`src/rtl/mul_pkg.sv`:
```
// Shared definitions for the sequential 8x8 multiplier controller:
// FSM state encoding, partial-product shift amounts and the helpers
// used to pick the next partial-product state.
package mul_pkg;

   // IDLE/DONE bracket the four partial-product states; PPn = n+1.
   typedef enum logic [2:0] {
      IDLE = 3'd0,
      PP0  = 3'd1,
      PP1  = 3'd2,
      PP2  = 3'd3,
      PP3  = 3'd4,
      DONE = 3'd5
   } state_t;

   // Left shift applied to each 8-bit partial product before accumulation.
   localparam int PP_SHIFT0 = 0;
   localparam int PP_SHIFT1 = 4;
   localparam int PP_SHIFT2 = 4;
   localparam int PP_SHIFT3 = 8;

   // Bit n is set when partial product n has two non-zero nibbles,
   // i.e. when it can contribute something to the product.
   function automatic logic [3:0] pp_live_mask(input logic [7:0] a, input logic [7:0] b);
      logic [3:0] m;
      m[0] = (a[3:0] != 4'd0) && (b[3:0] != 4'd0);
      m[1] = (a[7:4] != 4'd0) && (b[3:0] != 4'd0);
      m[2] = (a[3:0] != 4'd0) && (b[7:4] != 4'd0);
      m[3] = (a[7:4] != 4'd0) && (b[7:4] != 4'd0);
      return m;
   endfunction

   // First partial-product state at or after index 'from' whose live bit
   // is set; DONE when none remain.
   function automatic state_t first_live_pp(input logic [3:0] live, input int from);
      state_t r;
      r = DONE;
      for (int i = 3; i >= 0; i--) begin
         if (i >= from && live[i]) begin
            r = state_t'(3'(i + 1));
         end
      end
      return r;
   endfunction

endpackage

```
`src/rtl/multiplier.sv`:
```
// 4x4 unsigned array multiplier: one shifted row of 'a' per bit of 'b',
// rows summed combinationally into an 8-bit product.
module multiplier (
   input  logic [3:0] a,
   input  logic [3:0] b,
   output logic [7:0] p
);

   logic [7:0] row [4];

   genvar gi;
   generate
      for (gi = 0; gi < 4; gi++) begin : g_row
         assign row[gi] = b[gi] ? ({4'd0, a} << gi) : 8'd0;
      end
   endgenerate

   assign p = row[0] + row[1] + row[2] + row[3];

endmodule

```
`src/rtl/mul8_seq_ctrl.sv`:
```
// Sequential 8x8 unsigned multiplier built around a single shared 4x4
// multiplier. Operands are split into nibbles and the four partial
// products are accumulated over successive cycles.
// Build option: define MUL8_SEQ_SKIP_ZERO_EN to skip partial products
// whose nibble pair contains a zero nibble (variable latency).
module mul8_seq_ctrl
   import mul_pkg::*;
(
   input  logic        clk,
   input  logic        rst_n,
   input  logic        in_valid,
   output logic        in_ready,
   input  logic [7:0]  a,
   input  logic [7:0]  b,
   output logic        out_valid,
   input  logic        out_ready,
   output logic [15:0] p,
   output logic        busy
);

   state_t      state_reg, state_next;
   logic [7:0]  a_reg, a_next;
   logic [7:0]  b_reg, b_next;
   logic [15:0] acc_reg, acc_next;

   logic [3:0]  nib_a, nib_b;
   logic [3:0]  shift;
   logic [7:0]  pp;
   logic [15:0] pp_shifted;
   logic [3:0]  live_in, live_reg;

`ifdef MUL8_SEQ_SKIP_ZERO_EN
   // Incoming operands decide the first state; latched ones decide the rest.
   assign live_in  = pp_live_mask(a, b);
   assign live_reg = pp_live_mask(a_reg, b_reg);
`else
   assign live_in  = 4'hF;
   assign live_reg = 4'hF;
`endif

   // Pick the nibble pair and shift amount for the current partial product.
   always_comb begin
      nib_a = a_reg[3:0];
      nib_b = b_reg[3:0];
      shift = 4'(PP_SHIFT0);
      case (state_reg)
         PP1: begin
            nib_a = a_reg[7:4];
            shift = 4'(PP_SHIFT1);
         end
         PP2: begin
            nib_b = b_reg[7:4];
            shift = 4'(PP_SHIFT2);
         end
         PP3: begin
            nib_a = a_reg[7:4];
            nib_b = b_reg[7:4];
            shift = 4'(PP_SHIFT3);
         end
         default: ;
      endcase
   end

   multiplier u_mul (
      .a (nib_a),
      .b (nib_b),
      .p (pp)
   );

   assign pp_shifted = {8'd0, pp} << shift;

   // Next-state, operand capture and accumulation.
   always_comb begin
      state_next = state_reg;
      a_next     = a_reg;
      b_next     = b_reg;
      acc_next   = acc_reg;
      case (state_reg)
         IDLE: begin
            if (in_valid) begin
               a_next     = a;
               b_next     = b;
               acc_next   = 16'd0;
               state_next = first_live_pp(live_in, 0);
            end
         end
         PP0: begin
            acc_next   = acc_reg + pp_shifted;
            state_next = first_live_pp(live_reg, 1);
         end
         PP1: begin
            acc_next   = acc_reg + pp_shifted;
            state_next = first_live_pp(live_reg, 2);
         end
         PP2: begin
            acc_next   = acc_reg + pp_shifted;
            state_next = first_live_pp(live_reg, 3);
         end
         PP3: begin
            acc_next   = acc_reg + pp_shifted;
            state_next = DONE;
         end
         DONE: begin
            if (out_ready) begin
               state_next = IDLE;
            end
         end
         default: state_next = IDLE;
      endcase
   end

   // State and datapath registers; reset drops any operation in flight.
   always_ff @(posedge clk) begin
      if (!rst_n) begin
         state_reg <= IDLE;
         a_reg     <= 8'd0;
         b_reg     <= 8'd0;
         acc_reg   <= 16'd0;
      end else begin
         state_reg <= state_next;
         a_reg     <= a_next;
         b_reg     <= b_next;
         acc_reg   <= acc_next;
      end
   end

   assign in_ready  = (state_reg == IDLE);
   assign out_valid = (state_reg == DONE);
   assign busy      = (state_reg == PP0) || (state_reg == PP1) ||
                      (state_reg == PP2) || (state_reg == PP3);
   assign p         = out_valid ? acc_reg : 16'd0;

endmodule

```
`config.mk`:
```
export PLATFORM = sky130hd
export DESIGN_NAME = mul8_seq_ctrl
export DESIGN_NICKNAME = d
export VERILOG_FILES = /design/src/rtl/mul_pkg.sv /design/src/rtl/multiplier.sv /design/src/rtl/mul8_seq_ctrl.sv
export SDC_FILE = /design/constraint.sdc
export NUM_CORES = 1
export LEC_CHECK = 0
export BUFFER_PORTS_ARGS = -buffer_cell sky130_fd_sc_hd__buf_2
export CAP_MARGIN = 20
export CORE_MARGIN = 2
export CORE_UTILIZATION = 30
export CTS_CLUSTER_DIAMETER = 60
export CTS_CLUSTER_SIZE = 12
export DETAILED_ROUTE_END_ITERATION = 12
export GPL_TIMING_DRIVEN = 0
export HOLD_SLACK_MARGIN = 0.05
export SYNTH_ARGS = -nofsm -noshare
export SYNTH_HDL_FRONTEND = slang
export SYNTH_SLANG_ARGS = --single-unit
```
`constraint.sdc`:
```
create_clock -name clk -period 6.2 [get_ports clk]
set_input_delay 1.24 -clock clk [delete_from_list [all_inputs] [get_ports clk]]
set_output_delay 1.24 -clock clk [all_outputs]
set_load 0.005 [all_outputs]
```
# Yosys cells after proc, flatten, opt, wreduce, memory -nomap -nowiden
# Cells that the tools add are included.
[totals]
ff_bits = 35
in_bits = 20
out_inout_bits = 19
word_cells = 41
[op_classes]
add_sub_neg = 4
eq_ne = 7
shifts = 1
muxes = 13
reduce_logical = 12
[op_table]
columns = ["operator", "n"]
rows = [
  ["$mux 16", 2],
  ["$pmux 16 s2", 1],
  ["$pmux 3 s6", 1],
  ["$add 16x16->16", 1],
  ["$shl 8x4->16", 1],
  ["$mux 4", 3],
  ["$add 8x6->8", 1],
  ["$add 8x7->8", 1],
  ["$add 8x8->8", 1],
  ["$pmux 4 s2", 1],
  ["$mux 7", 1],
  ["$eq 3x2->1 const B", 2],
  ["$eq 3x3->1 const B", 2],
  ["$mux 3", 2],
  ["$mux 6", 1],
  ["$reduce_and 2->1", 3],
  ["$reduce_or 2->1", 3],
  ["$mux 5", 1],
  ["$reduce_or 4->1", 1],
  ["$eq 3x1->1 const B", 1],
  ["$logic_not 3->1", 1],
  ["$logic_or 1x1->1", 3],
  ["$ne 2x1->1 const B", 1],
  ["$ne 2x2->1 const B", 1],
  ["$reduce_bool 2->1", 1],
]

# Depth between registers and ports, before layout
# Gate-level depths: netlist of the first run.
[logic_depth]
depth_word = 10
mapped_depth = 25
ltp_nobuf = 24

# Cells and area by module
# From an unflattened synthesis of the first run, not the netlist that was laid out.
[hier_totals]
cells_unflattened = 382
hier_area_um2 = 2925.3
[by_module_without_submodules]
columns = ["mod", "n_inst", "cells_each", "area_each_um2", "seq_area_each_um2"]
rows = [
  ["mul8_seq_ctrl", 1, 328, 2503.7, 700.7],
  ["multiplier", 1, 54, 421.7, 0.0],
]

# Worst setup path after synthesis of the first run
# No wires, ideal clock.
[synth_timing]
kind = "register -> register"
from = "register state_reg[1]"
to = "register acc_reg[15]"
setup_time_ns = 0.070
arrival_time_ns = 5.272
t_required_ns = 6.130
setup_slack_ns = 0.857
path_stages_with_launch = 24
path_buffers = 2
period_less_slack_ns = 5.343
path_cell_list = "dfxtp_1 buf_4 or3b_1 buf_2 nand2_1 mux2i_1 nor2_1 fa_1 inv_1 fa_1 inv_1 ha_1 fa_1 a21o_1 a21oi_2 xnor2_1 a22o_1 ha_1 nand3_1 nor3_1 and3_1 or3_1 a211oi_1 o21bai_1"
[synth_via]
elab_chain_cells = 10
word_cells_on_any_way = 25
cone_classes = "4 x add/sub; 5 x eq/ne; 1 x shift; 8 x mux; 7 x reduce/logical"
[synth_lines]
columns = ["element", "line", "text"]
rows = [
  ["start, declared", "mul8_seq_ctrl.sv:21", "state_t state_reg, state_next;"],
  ["start signal, assigned", "mul8_seq_ctrl.sv:120", "state_reg <= state_next;"],
  ["$eq 3x2->1 / $eq 3x3->1 (equally long branches)", "mul8_seq_ctrl.sv:46, mul8_seq_ctrl.sv:78", ""],
  ["$reduce_or 2->1 (no line)", "--", ""],
  ["$mux 4", "mul8_seq_ctrl.sv:46", "case (state_reg)"],
  ["$mux 4 / $mux 5 (equally long branches)", "multiplier.sv:14", "assign row[gi] = b[gi] ? ({4'd0, a} << gi) : 8'd0;"],
  ["$add 8x8->8", "multiplier.sv:18", "assign p = row[0] + row[1] + row[2] + row[3];"],
  ["$add 8x6->8", "multiplier.sv:18", ""],
  ["$add 8x7->8", "multiplier.sv:18", ""],
  ["$shl 8x4->16", "mul8_seq_ctrl.sv:70", "assign pp_shifted = {8'd0, pp} << shift;"],
  ["$add 16x16->16", "--", ""],
  ["$pmux 16 s2", "mul8_seq_ctrl.sv:78", "case (state_reg)"],
  ["end signal, assigned", "mul8_seq_ctrl.sv:123", "acc_reg <= acc_next;"],
  ["end, declared", "mul8_seq_ctrl.sv:24", "logic [15:0] acc_reg, acc_next;"],
]
# Several ways; a longest one is shown, not always the timed one.
# A chain may end at the register's enable or synchronous reset.

# Final worst setup path of the first run
[layout_timing]
from = "register state_reg[2]"
to = "register acc_reg[13]"
# The elaborated chain is that of the path after synthesis.

==> metrics.cfg, run 1 <==
[final_layout]
area_growth_pct = 17.8
fin_nets = 471
fillers = 984
largest_reg_flops = 16
final_util_pct = 36.8
multiInputGateArea_mm2 = 0.00212
regArea_um2 = 701
insertedDiodeCount = 0
drive_gt1_share_pct = 15.4
final_common_cell = nand2_1
final_cell_mix = nand2_1 (55), buf_2 (42), dfxtp_1 (35), nor2_1 (30), ha_1 (25)
postLayoutCellArea_mm2 = 0.00343

[outcome]
status = finished, final reports clean

[logic_synthesis]
synth.avg_cell_area_um2 = 7.76
synth_cell_types = 50
synth_fp_nets = 426
synth_edf_count = 0
syn-cell-area_mm2 = 0.00291
synth-warning-count = 0
postSynthCellCount = 375
ys.flop_type = dfxtp_1
synth_top_area_share_pct = 24.1
yosysSeqAreaShare_pct = 24.1
synth_seq_cells = 35
synth_top_area_cell = dfxtp_1
ys_async_sr_fraction_pct = 0
synth_area_leaders = dfxtp_1 (24%), ha_1 (11%), nand2_1 (7.1%), and3_1 (4.9%), a21boi_0 (4.4%)

[worst_setup_path]
rr_worst_depth = 23
crit_path_end_kind = flop
crit_type = reg2reg
critical_path_arrival_ns = 6.14
cp_max_fo = 10
start_kind = flop
r2r_slack_ns = 0.26
required_ns = 6.40

[power]
p_leak_nw = 1.60
cellPowerDensity_mw_per_mm2 = 219
vdd_drop_max_uv = 118

[grt]
grt_max_degree = 12
grt_first_pass_wirelength_um = 12600
grtUsageTotal_pct = 15.1
grt_overflow = 0
grt_pass1_vias = 2620
antenna_found_initial = 0

[flow_run]
cap_violations = 0

[timing]
period_share_pct = 95.8
clock_skew_ns = 0.00534
period_needed_ns = 5.94
final_max_slew_viol_count = 0
finalSetupViolations = 0
setup_slack_ns = 0.262
hold_violations = 0
max_freq_mhz = 168
tightest_slew_ns = 0.603
maxSlewHeadroom_pct = 59.7

[min_path]
hold_path.class = reg2reg
whs_path_depth = 2

[floorplanning]
row_count = 35
die-area_mm2 = 0.0105
die_x_um = 103
die_h_um = 103
coreArea_mm2 = 0.00933
start_util_pct = 31.2
io_pins = 39

[cts]
cts_tree = done
cts.htree.levels = 2
clkLatencyLatePin_ns = 0.30
clk_pin_slew_ns = 0.08
numCtsBuffers = 5
clock-sinks = 35
ctsResizeCount = 0
cts_setup_buffers = 0
holdBufCountCts = 0
cts.path.max_buffers = 2
cts-root-buf = clkbuf_8

[route]
vias_per_cell = 5.04
met3_length_um = 371
met1Wirelength_um = 3630
dr_wl_met2_um = 3610
wirelength_um = 7690
dr.first_iter.drc_count = 208
ant_nets = 0
vias = 2770
firstDrtPassIters = 5
top_layer_used = met4
wl_per_cell_um = 14.0
drc = 0

[placement]
place_hpwl_um = 5900
pre_cts_slack_ns = 0.200
place_area_mm2 = 0.00326
place_congestion = 0.906
portBuffers = 38

==> per-layer routing <==
layer	GRT usage (%)	vias up
met3	2.64	9
met5	0	-
met4	3.69	0
li1	-	1417
met2	25.3	80
met1	20.2	1264
==> power breakdown <==
| part | switching [mW] | internal, mW | total, mW |
|---|---|---|---|
| clock network | 0.0933 | 0.161 | 0.254 |
| registers | 0.0161 | 0.244 | 0.260 |
| logic | 0.147 | 0.0910 | 0.238 |
| total | 0.256 | 0.496 | 0.752 |
==> critical path, cell delays in order, from the launching register on <==
cell and delay (ns):
dfxtp_1 0.36, buf_4 0.18, or3b_1 0.40, buf_2 0.21, nand2_1 0.12, mux2i_2 0.30
nor2_1 0.11, fa_1 0.51, inv_1 0.06, fa_1 0.53, inv_1 0.04, ha_1 0.22
fa_1 0.43, a21o_1 0.21, a21oi_2 0.18, xnor2_1 0.19, o22ai_1 0.13, nor2_1 0.18
ha_1 0.31, o21a_1 0.16, a31oi_1 0.29, a21oi_1 0.13, or3_1 0.32, a32o_1 0.25
==> area by class of cell <==
cell class | count | share of cell area (%)
multi-input combinational | 310 | 61.8
tap | 129 | 4.71
clock buffer | 6 | 2.12
inverter | 12 | 1.31
buffer | 18 | 2.37
clock inverter | 2 | 1.75
timing repair buffer | 38 | 5.55
sequential | 35 | 20.4
==> cells by family (layout without fill, tap and decap cells) <==
family / count (synthesis) / count (layout) / share of synthesized area [%]
and+or+nand+nor: 153 / 153 / 25.5
AOI/OAI and AO/OA: 105 / 105 / 24.7
DFF: 35 / 35 / 24.1
adders and majority gates: 31 / 31 / 14.9
buffers and inverters: 30 / 76 / 4.30
xor gates and xnor gates: 14 / 14 / 4.21
muxes: 7 / 7 / 2.41
==> worst paths after layout <==
kind                     start          end
setup / recovery  state_reg[2]  acc_reg[13]
setup reg to reg  state_reg[2]  acc_reg[13]
hold reg to reg       a_reg[3]     a_reg[3]
hold / removal        a_reg[3]     a_reg[3]
==> per-stage QoR <==
stage	TNS (ns)	power, mW	std cells	hold WS (ns)
after floorplan	0	0.430	375	0.443
after global placement	0	0.491	542	0.454
after detailed placement	0	0.495	542	0.459
after CTS	0	0.748	550	0.469
after global routing	-0.0716	0.800	550	0.498
final	0	0.752	550	0.469
==> cells in the mapped netlist, types with 2 or more instances <==
master,count
nand2_1,55
dfxtp_1,35
nor2_1,30
ha_1,25
and3_1,23
o21ai_0,18
a21boi_0,17
a21oi_1,17
clkbuf_1,12
inv_1,12
nor2b_1,11
a21o_1,9
xor2_1,8
a22oi_1,7
and2_1,7
mux2i_1,7
a211oi_1,6
fa_1,6
xnor2_1,6
nand3_1,5
buf_2,4
nand2b_1,4
nor3_1,4
o21a_1,4
o22ai_1,4
or3_1,4
a22o_1,3
o21bai_1,3
a21oi_2,2
a31oi_1,2
buf_4,2
nor3b_1,2
o211ai_1,2
o221ai_1,2
or2_2,2
(Power assumes the default switching activity.)
==> run 2, diff against run 1 <==
CORE_MARGIN = default   (was 2)
==> run 2 against run 1 <==
  * Register-to-register slack better by 0.09 ns
  * Utilization up 0.067 points
  * Final cell count unchanged
  * Power down 9.0%
  * Critical path type unchanged
  * Largest power group unchanged
  * Sequential cell count unchanged
==> metrics.cfg, run 2 (same netlist as run 1, synthesis figures left out) <==
[cts]
cts_setup_buffers = 0
cts.path.max_buffers = 2
cts-root-buf = clkbuf_8
cts_tree = done
clk_pin_slew_ns = 0.08
clock-sinks = 35
holdBufCountCts = 0
numCtsBuffers = 5
clkLatencyLatePin_ns = 0.29
cts.htree.levels = 2

[timing]
rsz0062_at_grt = no
maxSlewHeadroom_pct = 62.6
clock_skew_ns = 0.00629
period_share_pct = 94.4
period_needed_ns = 5.85
hold_violations = 0
setup_slack_ns = 0.348
finalSetupViolations = 0
final_max_slew_viol_count = 0
tightest_slew_ns = 0.560
max_freq_mhz = 171
fin_setup_tns_ns = 0

[final_layout]
area_growth_pct = 18.0
fillers = 980
regArea_um2 = 701
final_util_pct = 36.8
largest_reg_flops = 16
insertedDiodeCount = 0
drive_gt1_share_pct = 16.9
multiInputGateArea_mm2 = 0.00215
final_cell_mix = nand2_1 (55), buf_2 (42), dfxtp_1 (35), nor2_1 (30), ha_1 (25)
fin_nets = 471
final_common_cell = nand2_1

[floorplanning]
die_h_um = 101
start_util_pct = 31.2
coreArea_mm2 = 0.00933
io_pins = 39
die_x_um = 101
row_count = 35
die-area_mm2 = 0.0101

[route]
drc = 0
firstDrtPassIters = 4
wirelength_um = 7460
wl_per_cell_um = 13.6
vias_per_cell = 5.09
dr_wl_met2_um = 3400
top_layer_used = met4
met1Wirelength_um = 3520
met3_length_um = 441
ant_nets = 0
vias = 2801
dr.first_iter.drc_count = 142

[placement]
pre_cts_slack_ns = 0.230
portBuffers = 38
place_hpwl_um = 5820
place_congestion = 0.891

[power]
vdd_drop_max_uv = 91.4
p_leak_nw = 1.60
cellPowerDensity_mw_per_mm2 = 199

[worst_setup_path]
crit_path_end_kind = flop
rr_worst_depth = 22
required_ns = 6.38
crit_type = reg2reg
cp_cell_sequence = buf_4, or3b_1, buf_2, o221ai_1, nor2_1, fa_1, inv_1, fa_1, inv_1, ha_1, fa_1, a21o_1, a21oi_2, xnor2_2, o22ai_1, nor2_1, ha_1, o21a_1, a31oi_2, a21oi_1, or3_1, a32o_1
cpMaxStageDelayCell = fa_1
start_kind = flop
critPathMaxStageDelay_ns = 0.53
cp_max_fo = 10
r2r_slack_ns = 0.35
r2r_end = acc_reg[13]
cpMostUsedCell = fa_1
critPathLaunch = state_reg[1]
worstReg2RegStart = state_reg[1]
critical_path_arrival_ns = 6.04

[outcome]
status = finished, final reports clean

[min_path]
hold_path.class = reg2reg
worstHoldStart = a_reg[7]
worst_hold_path.endpoint = a_reg[7]
whs_path_depth = 2

[flow_run]
cap_violations = 0

[grt]
grt_first_pass_wirelength_um = 12700
grt_overflow = 0
grt_max_degree = 13
grt_pass1_vias = 2680
grtUsageTotal_pct = 15.9
antenna_found_initial = 0

[run 2: cell count changes in the layout (fill, tap and decap cells not counted), sizes merged]
cell,before,now
bufinv,2,0
clkinv,0,1
clkinvlp,0,1
[run 2: power by group]
| group | switching [mW] | internal [mW] |
|---|---|---|
| Sequential | 0.0165 | 0.244 |
| Clock | 0.0915 | 0.0908 |
| Combinational | 0.149 | 0.0931 |
[run 2: cell type report]
| cell class | count | area share (%) |
|---|---|---|
| clock buffers | 6 | 2.40 |
| well taps | 129 | 4.70 |
| clock inverters | 2 | 0.473 |
| multi-input cells | 310 | 62.7 |
| flip-flops and latches | 35 | 20.4 |
| repair buffers | 38 | 5.54 |
| plain buffers | 18 | 2.48 |
| inverters | 12 | 1.31 |
[run 2: worst max-delay path by stage]
stage	cells after the start	to	slack [ns]
final	22	acc_reg[13]	0.35
after global routing	23	acc_reg[12]	0.02
after CTS	23	acc_reg[12]	0.19
after detailed placement	23	acc_reg[12]	0.23
after global placement	22	acc_reg[12]	0.29
after floorplan	23	acc_reg[15]	0.86
[run 2: stage by stage]
| step | hold slack [ns] | cell area (µm²) | std cells | power, mW |
|---|---|---|---|---|
| 4_1_cts | 0.469 | 3360 | 550 | 0.680 |
| 6_report | 0.470 | 3440 | 550 | 0.684 |
| 3_3_place_gp | 0.454 | 3260 | 542 | 0.491 |
| 3_5_place_dp | 0.457 | 3260 | 542 | 0.496 |
| 2_1_floorplan | 0.443 | 2910 | 375 | 0.430 |
| 5_1_grt | 0.514 | 3440 | 550 | 0.738 |
[run 2: what timing repair did]
| action | CTS | global route |
|---|---|---|
| setup endpoints to repair | 0 | 6 |
| gates resized for setup | 0 | 16 |
| hold endpoints to repair | 0 | 0 |
[run 2: per-layer routing]
layer / track usage, % / vias to the layer above
met5: 0 / -
met4: 4.24 / 0
met3: 3.47 / 12
met2: 25.7 / 86
met1: 21.3 / 1280
li1: - / 1423
[run 2: worst max-delay path: cells and delay by family (launching register included)]
family,cells,cell delay (ns)
adders and majority gates,5,1.98
AOI/OAI and AO/OA,8,1.77
and+or+nand+nor,4,0.99
buffers and inverters,4,0.50
DFF,1,0.35
xor gates and xnor gates,1,0.16
